===== src/rtl/lap_timer.sv =====
// lap_timer: stopwatch with a prescaled live-time counter and a small lap store.
//
// Build option: define LAP_TIMER_SPLIT_EN to show each stored lap as a split
// (difference from the previous lap, modulo WRAP_TICKS). The default build
// shows cumulative lap times.
//
// Ports:
//   clk        system clock, all logic on posedge
//   rst        asynchronous active-low reset
//   run        1 = counting, 0 = paused
//   lap_n      raw active-low lap button, asynchronous to clk
//   sel        0 = live time, k in 1..LAP_DEPTH = lap k
//   time_out   registered display value (1-cycle latency)
//   lap_count  number of laps stored
//   laps_full  high when lap_count == LAP_DEPTH
//   tick       one-cycle pulse on every live-time increment
module lap_timer #(
  parameter int CLK_PER_TICK = 500000,
  parameter int TIME_W       = 19,
  parameter int WRAP_TICKS   = 360000,
  parameter int LAP_DEPTH    = 8
) (
  input  logic              clk,
  input  logic              rst,
  input  logic              run,
  input  logic              lap_n,
  input  logic [3:0]        sel,
  output logic [TIME_W-1:0] time_out,
  output logic [3:0]        lap_count,
  output logic              laps_full,
  output logic              tick
);

  localparam int                PRE_W    = $clog2(CLK_PER_TICK);
  localparam logic [PRE_W-1:0]  PRE_MAX  = PRE_W'(CLK_PER_TICK - 1);
  localparam logic [TIME_W-1:0] LIVE_MAX = TIME_W'(WRAP_TICKS - 1);
  localparam logic [3:0]        DEPTH    = 4'(LAP_DEPTH);

  logic [PRE_W-1:0]  presc;
  logic [TIME_W-1:0] live;
  logic [TIME_W-1:0] slots     [LAP_DEPTH];
  logic [TIME_W-1:0] lap_view  [LAP_DEPTH];
  logic [TIME_W-1:0] disp;
  logic              sync1, sync2, lap_prev;
  logic              tick_now, capture;

  assign tick_now  = run && (presc == PRE_MAX);
  // Release edge of the synchronised button; flops idle high so a button held
  // through reset only counts once it is let go.
  assign capture   = sync2 && !lap_prev;
  assign laps_full = (lap_count == DEPTH);

  always_ff @(posedge clk or negedge rst) begin
    if (!rst) begin
      presc <= '0;
      live  <= '0;
      tick  <= 1'b0;
    end else begin
      tick <= tick_now;
      if (tick_now) begin
        presc <= '0;
        live  <= (live == LIVE_MAX) ? '0 : live + 1'b1;
      end else if (run) begin
        presc <= presc + 1'b1;
      end
    end
  end

  always_ff @(posedge clk or negedge rst) begin
    if (!rst) begin
      sync1    <= 1'b1;
      sync2    <= 1'b1;
      lap_prev <= 1'b1;
    end else begin
      sync1    <= lap_n;
      sync2    <= sync1;
      lap_prev <= sync2;
    end
  end

  // Capture takes the pre-increment live value when it lands on a tick cycle,
  // because live is read before its own update at the same edge.
  always_ff @(posedge clk or negedge rst) begin
    if (!rst) begin
      lap_count <= '0;
      for (int k = 0; k < LAP_DEPTH; k++) slots[k] <= '0;
    end else if (capture && !laps_full) begin
      lap_count <= lap_count + 1'b1;
      for (int k = 0; k < LAP_DEPTH; k++) begin
        if (lap_count == 4'(k)) slots[k] <= live;
      end
    end
  end

`ifdef LAP_TIMER_SPLIT_EN
  // Both operands are below WRAP_TICKS, so the true result is below
  // 2^TIME_W and plain TIME_W-bit wrap-around arithmetic is exact.
  function automatic logic [TIME_W-1:0] mod_diff(input logic [TIME_W-1:0] a,
                                                 input logic [TIME_W-1:0] b);
    if (a >= b) return a - b;
    else        return a - b + TIME_W'(WRAP_TICKS);
  endfunction

  always_comb begin
    lap_view[0] = slots[0];
    for (int k = 1; k < LAP_DEPTH; k++) lap_view[k] = mod_diff(slots[k], slots[k-1]);
  end
`else
  always_comb begin
    for (int k = 0; k < LAP_DEPTH; k++) lap_view[k] = slots[k];
  end
`endif

  always_comb begin
    disp = '0;
    if (sel == 4'd0) begin
      disp = live;
    end else begin
      for (int k = 1; k <= LAP_DEPTH; k++) begin
        if (sel == 4'(k) && lap_count >= 4'(k)) disp = lap_view[k-1];
      end
    end
  end

  always_ff @(posedge clk or negedge rst) begin
    if (!rst) time_out <= '0;
    else      time_out <= disp;
  end

endmodule


===== config.mk =====
export PLATFORM = sky130hd
export DESIGN_NAME = lap_timer
export DESIGN_NICKNAME = d
export VERILOG_FILES = /design/src/rtl/lap_timer.sv
export SDC_FILE = /design/constraint.sdc
export NUM_CORES = 1
export LEC_CHECK = 0
export ABC_AREA = 1
export BUFFER_PORTS_ARGS = -buffer_cell sky130_fd_sc_hd__buf_2
export CORE_UTILIZATION = 65
export DETAILED_ROUTE_END_ITERATION = 12
export GPL_TIMING_DRIVEN = 0
export PLACE_DENSITY = 0.91
export SYNTH_ARGS = -nofsm -noshare
export SYNTH_HDL_FRONTEND = slang
export SYNTH_SLANG_ARGS = --single-unit

===== constraint.sdc =====
create_clock -name clk -period 3.5 [get_ports clk]
set_input_delay 0.525 -clock clk [delete_from_list [all_inputs] [get_ports clk]]
set_output_delay 0.525 -clock clk [all_outputs]
set_load 0.005 [all_outputs]

==> results.ini <==
[yosys]
yosysTopAreaCellShare_pct=52.1
synth.ff_latch_count=217
synth_top_cell_by_area=dfrtp_1
synth_edf_count=0
seq_area_frac_synth_pct=52.8
synth_most_common_cell=nand2_1
syn-num-nets=1259
ys_warn_count=0
synthesis.area_sq_um=10300
synth_flop_cell=dfrtp_1
synthTopCellsByCount=nand2_1, dfrtp_1, nor2_1
synth_area_leaders=dfrtp_1, nand2_1, nor2_1
async_reset_ff_share_pct=100
synthDistinctLibCells=40
avgSynthCellArea_sq_um=8.27
syn_inst=1244

[die]
initial_core_util_pct=67.1
die_height_um=128
rows=45
die_x_um=128
die-area_sq_um=16300
boundaryPins=33
core-area_sq_um=15300

[worst_setup_path]
cp-start-kind=flop
critPathMaxFanout=10
crit_arrival_ns=2.79
worst_setup_path_end_kind=flop
cp_cell_sequence=inv_1 -> ha_1 -> inv_1 -> nor2_1 -> nand2_4 -> buf_2 -> nand3_1 -> nand3_1 -> nor2_1 -> nand2_1 -> nand2_1 -> nand4_1
cp_slowest_cell=dfrtp_1
crit_type=reg -> reg
cp.required_ns=3.88
crit_path_max_incr_delay_ns=0.44

[pwr]
ir_drop_v=0.000391
p_leak_nw=5.48
total_power_mw=8.16
powerDensity_nw_per_um2=714

[sta]
skew_ns=0.0228
finalWorstSetupSlack_ns=1.10
relSlewSlack_pct=49.8
final.setup.tns_ns=0
min_period_ns=2.40
whs_ns=0.0204
worstMarginPinSlew_ns=0.748
finalCritPeriodShare_pct=68.7
setup_viol=0
grt_setup_unrepaired=no
final_hold_viol_count=0
max_freq_mhz=416
drv_slew=0

[global_route]
first_global_vias=9250
antenna_found_initial=0
grt_pass1_wl_mm=45.3
grt_overflow_total=0
grt_start_max_net_pins=126
grtUsageTotal_pct=35.6

[clock_network]
clock-root-buffer=clkbuf_16
cts_tree=built
post_cts_resized=0
cts_hold_buf=0
htreeDepth=1
cts_sinks=217
cts.path.max_buffers=3
postCtsSetupBuffers=0
clkLatencyLatePin_ns=0.51
clk_pin_slew_ns=0.06
numCtsBuffers=23

[routing]
routedWlPerCell_um=18.2
via_per_inst=6.06
drt-total-wl_mm=27.9
via_count=9261
drtAntennaViolNets=0
first_pass_iters=6
drt_drc_violations_left=0
first_iter_violations=1197

[hold_path]
hold_class=in -> async

[layout]
layoutNonFillerInstCount=1527
final_nets=1316
antenna_cells=0
utilization_pct=74.7
area_growth_pct=11.3
drive_gt1_share_pct=12.2
final_area_sq_um=11400

[placement]
postPlaceCellArea_sq_um=10700
dp.cells=1487
io_buffers=31
gp_congestion=0.958
dp_hpwl_mm=19.0
dp_slack_ns=1.24

[status]
outcome=completed

[flow_run]
drv_cap=0

-- power breakdown --
group	total [mW]	internal (mW)	leakage, nW	switching, mW
registers	3.92	3.41	2.69	0.509
logic	1.93	0.679	2.44	1.25
clock network	2.31	1.35	0.348	0.967
total	8.16	5.44	5.48	2.72
-- cell type report --
| type | instances | area (sq um) |
|---|---|---|
| flip-flops and latches | 217 | 5430 |
| multi-input cells | 845 | 4070 |
| fillers | 1063 | 3870 |
| clock buffers | 34 | 647 |
| inverters | 121 | 454 |
| plain buffers | 61 | 328 |
| well taps | 211 | 264 |
| repair buffers | 32 | 193 |
| clock inverters | 6 | 55.1 |
-- worst paths after layout --
check	from	end	slack, ns	cells past startpoint
min reg2reg	sync1	sync2	0.36	0
min in group clk	lap_n	sync1	0.13	1
max in group asynchronous	rst	lap_view[102]	2.44	2
min	rst	lap_view[37]	0.02	1
max	lap_count[0]	time_out[6]	1.10	12
max reg2reg	lap_count[0]	time_out[6]	1.10	12
-- layout by cell type, fill, tap and decap left out, drive strengths merged --
cell type,count
bufinv,1
xnor2,1
nor2,149
nand3b,3
o211a,1
o21ai,129
nand4,42
a31oi,1
inv,121
ha,7
o21bai,1
o21a,1
buf,79
o22ai,2
dfrtp,214
nand3,107
clkbuf,48
nor3b,2
a21oi,63
nand2,280
or2,15
clkinv,5
dfstp,3
nor3,23
xor2,15
nor4,3
-- cells by family after synthesis --
group / Yosys count / share of synthesized area (%)
compound gates: 198 / 9.99
xor+xnor: 16 / 1.36
fa+ha+maj: 7 / 0.852
buf+inv: 182 / 7.60
flops: 217 / 52.8
simple gates: 624 / 27.4
-- critical path, delay by kind of cell (launching register included) --
kind,cells,cell delay [ns]
DFF,1,0.44
and+or+nand+nor,8,1.16
adders and majority gates,1,0.19
buffers and inverters,3,0.49
-- flip-flops by register name (all words and copies together), names as in the netlist --
signal,cells
lap_count,4
lap_prev,1
lap_view,152
live,19
presc,19
sync1,1
sync2,1
tick,1
time_out,19
-- metal layers --
layer | share of wire, % | routed length [um] | GRT usage, % | up-vias
met1 | 38 | 10600 | 46.0 | 4409
li1 | - | - | - | 4146
met4 | 4.8 | 1350 | 18.5 | 0
met3 | 9.8 | 2730 | 6.76 | 143
met5 | 0 | 0 | 0 | -
met2 | 47 | 13200 | 57.8 | 563
Power figures use the tool's default switching activity.
